## config.mk

```make
export PLATFORM = sky130hd
export DESIGN_NAME = cnn_layer_accel_rd_arb
export DESIGN_NICKNAME = d
export VERILOG_FILES = /design/src/rtl/cnn_layer_accel_rd_arb.sv
export SDC_FILE = /design/constraint.sdc
export NUM_CORES = 1
export LEC_CHECK = 0
export ABC_AREA = 1
export BUFFER_PORTS_ARGS = -buffer_cell sky130_fd_sc_hd__buf_2
export CAP_MARGIN = 20
export CORE_AREA = 2 2 205 207
export CTS_CLUSTER_DIAMETER = 150
export DETAILED_ROUTE_END_ITERATION = 6
export DIE_AREA = 0 0 207 209
export GPL_TIMING_DRIVEN = 0
export PLACE_DENSITY = 0.46
export SYNTH_ARGS = -nofsm -noshare
export SYNTH_HDL_FRONTEND = slang
export SYNTH_SLANG_ARGS = --single-unit
export TNS_END_PERCENT = 1
```

## constraint.sdc

```tcl
create_clock -name clk_intf -period 3.1 [get_ports clk_intf]
set_input_delay 0.62 -clock clk_intf [delete_from_list [all_inputs] [get_ports clk_intf]]
set_output_delay 0.62 -clock clk_intf [all_outputs]
set_load 0.03 [all_outputs]
```

## src/rtl/cnn_layer_accel_rd_arb.sv

```systemverilog
// cnn_layer_accel_rd_arb: round-robin arbiter sharing one memory read port among C_NUM_REQ requesters
module cnn_layer_accel_rd_arb #(
    parameter int C_NUM_REQ  = 4,
    parameter int C_ADDR_WTH = 32,
    parameter int C_LEN_WTH  = 16,
    parameter int C_DATA_WTH = 128
) (
    input  logic                            clk_intf,
    input  logic                            rst,
    input  logic [C_NUM_REQ-1:0]            rd_req,
    input  logic [C_NUM_REQ*C_ADDR_WTH-1:0] rd_addr,
    input  logic [C_NUM_REQ*C_LEN_WTH-1:0]  rd_len,
    output logic [C_NUM_REQ-1:0]            rd_req_ack,
    output logic [C_NUM_REQ-1:0]            rd_in_prog,
    output logic [C_DATA_WTH-1:0]           rd_data,
    output logic [C_NUM_REQ-1:0]            rd_data_vld,
    input  logic [C_NUM_REQ-1:0]            rd_data_rdy,
    output logic [C_NUM_REQ-1:0]            rd_cmpl,
    output logic                            mem_req,
    output logic [C_ADDR_WTH-1:0]           mem_addr,
    output logic [C_LEN_WTH-1:0]            mem_len,
    input  logic                            mem_req_ack,
    input  logic [C_DATA_WTH-1:0]           mem_data,
    input  logic                            mem_data_vld,
    output logic                            mem_data_rdy
);
    localparam int IW = (C_NUM_REQ > 1) ? $clog2(C_NUM_REQ) : 1;

    typedef enum logic [1:0] {IDLE, ISSUE, XFER, CMPL} state_t;

    state_t                  state_q, state_d;
    logic [IW-1:0]           grant_q, grant_d, last_q, last_d, rr_idx, rr_cand;
    logic                    rr_hit, xfer, beat;
    logic [C_ADDR_WTH-1:0]   addr_q, addr_d;
    logic [C_LEN_WTH-1:0]    len_q, len_d, cnt_q, cnt_d;
    logic [C_NUM_REQ-1:0]    gnt_oh;

    assign xfer = (state_q == XFER);
    assign beat = xfer && mem_data_vld && mem_data_rdy;

    // round-robin search starting just after the last completed grant
    always_comb begin
        rr_idx  = '0;
        rr_hit  = 1'b0;
        rr_cand = '0;
        for (int i = 1; i <= C_NUM_REQ; i++) begin
            rr_cand = IW'((int'(last_q) + i) % C_NUM_REQ);
            if (!rr_hit && rd_req[rr_cand]) begin
                rr_hit = 1'b1;
                rr_idx = rr_cand;
            end
        end
    end

    // one-hot view of the current owner
    always_comb begin
        gnt_oh = '0;
        for (int i = 0; i < C_NUM_REQ; i++) gnt_oh[i] = (grant_q == IW'(i));
    end

    // transaction sequencing: grant, issue, beat counting, completion
    always_comb begin
        state_d = state_q;
        grant_d = grant_q;
        last_d  = last_q;
        addr_d  = addr_q;
        len_d   = len_q;
        cnt_d   = cnt_q;
        case (state_q)
            IDLE: if (rr_hit) begin
                grant_d = rr_idx;
                addr_d  = rd_addr[int'(rr_idx)*C_ADDR_WTH +: C_ADDR_WTH];
                len_d   = rd_len[int'(rr_idx)*C_LEN_WTH +: C_LEN_WTH];
                state_d = ISSUE;
            end
            ISSUE: if (mem_req_ack) begin
                cnt_d   = len_q;
                state_d = (len_q != '0) ? XFER : CMPL;
            end
            XFER: if (beat) begin
                cnt_d   = cnt_q - C_LEN_WTH'(1);
                state_d = (cnt_q == C_LEN_WTH'(1)) ? CMPL : XFER;
            end
            default: begin
                last_d  = grant_q;
                state_d = IDLE;
            end
        endcase
    end

    // state registers with asynchronous reset
    always_ff @(posedge clk_intf or posedge rst) begin
        if (rst) begin
            state_q <= IDLE;
            grant_q <= '0;
            last_q  <= IW'(C_NUM_REQ - 1);
            addr_q  <= '0;
            len_q   <= '0;
            cnt_q   <= '0;
        end else begin
            state_q <= state_d;
            grant_q <= grant_d;
            last_q  <= last_d;
            addr_q  <= addr_d;
            len_q   <= len_d;
            cnt_q   <= cnt_d;
        end
    end

    assign mem_req      = (state_q == ISSUE);
    assign mem_addr     = addr_q;
    assign mem_len      = len_q;
    assign rd_req_ack   = (mem_req && mem_req_ack) ? gnt_oh : '0;
    assign rd_in_prog   = (state_q != IDLE) ? gnt_oh : '0;
    assign rd_cmpl      = (state_q == CMPL) ? gnt_oh : '0;
    assign rd_data_vld  = (xfer && mem_data_vld) ? gnt_oh : '0;
    assign mem_data_rdy = xfer && rd_data_rdy[grant_q];
    assign rd_data      = xfer ? mem_data : '0;
endmodule
```

### Yosys cells after proc, flatten, opt, wreduce, memory -nomap -nowiden

Cells that the tools add are included.

| storage, ports and cells | value |
|---|---|
| register bits after elaboration | 70 |
| bits in latches | 0 |
| memory bits (writable) | 0 |
| ROM bits | 0 |
| input bits | 332 |
| output and inout bits | 194 |
| logic and storage cells | 79 |
| memories kept | 0 |

| operators by class | value |
|---|---|
| add/sub/neg operators | 5 |
| $mul | 0 |
| divide/modulo/power cells | 0 |
| order comparisons | 5 |
| equal/unequal tests | 10 |
| shifts and indexed selects | 2 |
| mux-type cells | 32 |
| bitwise operators | 0 |
| reduce and logical (&&, ||, !) cells | 19 |

Operators with widths:

| operator | count |
|---|---|
| 128-bit two-way mux | 1 |
| 128-bit by 8-bit variable part select with 32-bit output | 1 |
| 64-bit by 7-bit variable part select with 16-bit output | 1 |
| 16-bit two-way mux | 2 |
| 16-bit one-hot mux with 2 select lines | 1 |
| 16-bit by 1-bit == test with 1-bit output (second input constant) | 1 |
| 4-bit two-way mux | 4 |
| 16-bit nonzero test | 1 |
| 16-bit by 1-bit subtractor with 16-bit output (second input constant) | 1 |
| 2-bit by 3-bit less-than comparator with 1-bit output (second input constant) | 5 |
| 2-bit two-way mux | 7 |
| 1-bit two-way mux | 11 |
| 1-bit binary-select mux with 2-bit select | 5 |
| 2-bit == test (second input constant) | 4 |
| 1-bit logical AND | 7 |
| 2-bit one-hot mux with 3 select lines | 1 |
| 3-bit AND reduction | 2 |
| 2-bit by 1-bit adder with 2-bit output (second input constant) | 2 |
| 2-bit adder (second input constant) | 2 |
| 2-bit by 1-bit == test with 1-bit output (second input constant) | 2 |
| 2-bit zero test | 2 |
| 2-bit by 1-bit inequality test with 1-bit output (second input constant) | 2 |
| 2-bit nonzero test | 2 |
| 1-bit zero test | 3 |
| other kinds (3) | 3 |

### Longest topological paths before layout

| depth | value |
|---|---|
| word-level depth | 15 |
| mapped depth | 17 |
| depth with buffers taken out | 14 |

### Least setup slack after synthesis

No wires, ideal clock.

| timing path | value |
|---|---|
| path type | reg2out |
| start | register state_q[0] |
| end | output rd_data_vld[0] |
| data arrival time | 1729 ps |
| required time | 2480 ps |
| path slack | 751 ps |
| stages on the path, launching flop included | 7 |
| buffers on the path | 2 |
| cell sequence | dfrtp_1 -> inv_1 -> ha_1 -> clkbuf_1 -> buf_1 -> nand2_1 -> nor2_1 |

| between the ends | value |
|---|---|
| cells in the longest elaborated chain, start to end | 3 |

Ends and longest elaborated chain:

| element | RTL line | text |
|---|---|---|
| start, declared | 31 | `state_t state_q, state_d;` |
| start signal, assigned | 101 | `state_q <= state_d;` |
| 2-bit == test | 38 | `assign xfer = (state_q == XFER);` |
| 1-bit logical AND | 116 | `assign rd_data_vld = (xfer && mem_data_vld) ? gnt_oh : '0;` |
| 4-bit two-way mux | 116 |  |
| end, declared | 16 | `output logic [C_NUM_REQ-1:0] rd_data_vld,` |

Every way passes these cells.

### Worst setup path in the final report

| timing path | value |
|---|---|
| start | register state_q[0] |
| end | output rd_data[107] |

| between the ends | value |
|---|---|
| cells in the longest elaborated chain, start to end | 2 |

Ends and longest elaborated chain:

| element | RTL line | text |
|---|---|---|
| 2-bit == test | 38 |  |
| 128-bit two-way mux | 118 | `assign rd_data = xfer ? mem_data : '0;` |
| end, declared | 15 | `output logic [C_DATA_WTH-1:0] rd_data,` |

Every way passes these cells.

==> impl_metrics.ini <==
[status]
status = complete, no violations

[worst_setup_path]
rr_worst_depth = 13
cp_slowest_cell = dfrtp_1
worstPathRequired_ns = 2.48
r2r_slack_ns = 0.50
cp_cell_sequence = inv_1 > ha_2 > clkbuf_2 > clkbuf_1 > nand2_1 > inv_1 > buf_2
worstPathArrival_ns = 2.33
r2r_start = last_q[0]$_DFFE_PP1N_
r2r_end = mem_addr[29]$_DFFE_PP0P_
crit_path_max_fanout = 10
worstSetupPathType = reg -> out
cp_slowest_stage_delay_ns = 0.43
crit_path_start_kind = register
worstSetupEndpointType = primary output
cpMostUsedCell = inv_1

[detailed_routing]
wire_per_inst_um = 15.0
drt_wl_total_mm = 34.6
drtAntennaViolNets = 0
dr_total_vias = 9371
first_pass_iters = 7
drt-initial-drc-count = 512
drcViolationCount = 0
avgViaCountPerCell = 4.06

[floorplanning]
ios = 526
num_rows = 75
fp.dieW_um = 207
start_util = 0.167
coreArea_um2 = 41300
die_area_um2 = 43300
die-height_um = 209

[synth]
ys_ff_latch = 70
synth_cell_type_count = 36
seq_area_frac_synth = 0.255
syn_inst = 1228
syn_area_um2 = 6880
yosys-top-cells-area = dfrtp_1, nand2_1, inv_1
post-synth-top-area-cell = dfrtp_1
syn_nets = 1567
yosysWarnings = 0
avgSynthCellArea_um2 = 5.60
synth_top_area_frac = 0.247

[timing]
fmax_mhz = 339
rsz0062_at_grt = true
hold_ws_ns = 0.288
relSlewSlack = 0.560
final.min_clock_period_ns = 2.95
finalWorstSetupSlack_ns = 0.150
worst-slew-pin-transition_ns = 0.660
setup_violations = 0
fin_skew_ns = 0.00608
slew_violations = 0
min_period_over_period = 0.952
hold_viol = 0

[clocking]
clk_pin_slew_ns = 0.07
cts_setup_buffers = 0
cts_tree = yes
htreeDepth = 3
cts_made_buffers = 9
cts_root_buf = clkbuf_16
clk_latency_ns = 0.35
clock-sinks = 70
clk_path_buf_depth = 2

[power_and_ir_drop]
powerDensity_nw_per_um2 = 1250
total_power_uw = 13200
leakage_uw = 0.00721
peakVddDrop_mv = 0.411

[final_layout]
layout_common_cells = buf_2, nand2_1, inv_1
nNetsFinal = 2103
n_fill_cell = 4761
layout_commonest_cell = buf_2
drive_gt1_frac = 0.365
final_area_um2 = 10600
syn_to_final_growth_pct = 53.7

[grt]
antenna_found_initial = 2
grt_first_pass_wirelength_mm = 52.4
grt_max_degree = 42
gr-usage-all-layers = 0.155
grt_pass1_vias = 9341
overflow = 0

[place]
place_congestion = 0.958
place_area_um2 = 10200
pre_cts_slack_ns = -0.186
io_buffers = 525
place_hpwl_mm = 29.3

[job]
cap_viol_max_count = 0

[hold_path]
hold_class = in -> async
-- worst max path at each step --
stage | startpoint | endpoint | slack, ns
floorplan | rst | cnt_q[0]$_DFFE_PP0P_ | 0.72
global placement | rst | cnt_q[8]$_DFFE_PP0P_ | -0.62
detailed placement | state_q[0]$_DFFE_PP0P_ | rd_data[54] | -0.19
CTS | state_q[0]$_DFFE_PP0P_ | rd_data[54] | 0.06
global route | state_q[0]$_DFFE_PP0P_ | rd_data[107] | -0.01
finish | state_q[0]$_DFFE_PP0P_ | rd_data[107] | 0.15
-- state kept, by name, indices dropped and copies added, names as in the netlist --
signal / count
last_q: 2
grant_q: 2
cnt_q: 16
state_q: 2
mem_len: 16
mem_addr: 32
-- repair_timing --
item,4_1_cts,5_1_grt
hold buffers,0,0
endpoints found under the hold margin,0,0
resized for setup,7,3
setup endpoints to repair,125,6
-- critical path, delay by kind of cell, from the launching register on --
family,cells,cell delay (ns)
buf+inv,5,1.06
fa+ha+maj,1,0.32
flops,1,0.43
simple gates,1,0.16
-- stage by stage --
stage               setup TNS, ns  instances  utilization
CTS                             0       2308        0.256
global placement           -41.59       2292        0.247
detailed placement         -0.884       2293        0.247
global route             -0.00983       2309        0.256
finish                          0       2309        0.256
floorplan                       0       1228            -
-- layout make-up --
| cell class | count | area, µm² | area share |
|---|---|---|---|
| Clock buffer | 9 | 225 | 0.0213 |
| Multi-Input combinational cell | 789 | 3650 | 0.346 |
| Tap cell | 539 | 674 | 0.0638 |
| Inverter | 303 | 1140 | 0.108 |
| Sequential cell | 70 | 1750 | 0.166 |
| Buffer | 65 | 337 | 0.0318 |
| Clock inverter | 7 | 128 | 0.0121 |
| Antenna cell | 1 | 2.50 | 0.000237 |
| Timing Repair Buffer | 526 | 2660 | 0.251 |
-- synthesized netlist by cell type --
library cell / number
nand3b_1: 1
nand2_2: 3
inv_2: 3
nor4_1: 3
inv_1: 299
nand3_1: 144
or2_1: 1
clkbuf_1: 42
nand3_4: 2
nor2_1: 39
buf_1: 1
clkbuf_2: 1
ha_1: 7
o21ai_1: 1
or2_2: 51
buf_4: 9
nor2_4: 3
o21ai_2: 1
xor2_1: 4
buf_2: 8
a21oi_1: 5
nand4_1: 45
o211ai_1: 5
dfstp_2: 2
nand3_2: 1
o31ai_1: 1
buf_6: 5
or2_0: 4
inv_4: 1
nor3_1: 4
o21ai_0: 32
a21o_1: 1
a21oi_2: 2
nand2_4: 1
nand2_1: 428
dfrtp_1: 68
-- kinds of logic after synthesis --
logic type                 Yosys count  synth area share
xor gates and xnor gates             4           0.00509
and+or+nand+nor                    730             0.474
buffers and inverters              369             0.214
AOI/OAI and AO/OA                   48            0.0391
DFF                                 70             0.255
adders and majority gates            7            0.0127
-- power breakdown --
group	leakage (µW)	internal (µW)	switching, µW	total [µW]
Clock	0.000173	801	466	1270
Combinational	0.00618	3070	6990	10100
Sequential	0.000859	1420	458	1880
-- routing by layer --
metal | track usage | share of wire | up-vias
li1 | - | - | 4725
met2 | 0.271 | 0.49 | 400
met1 | 0.183 | 0.41 | 4182
met3 | 0.0271 | 0.056 | 62
met4 | 0.0798 | 0.047 | 2
met5 | 0 | 0.00038 | -
Power figures use the tool's default switching activity.
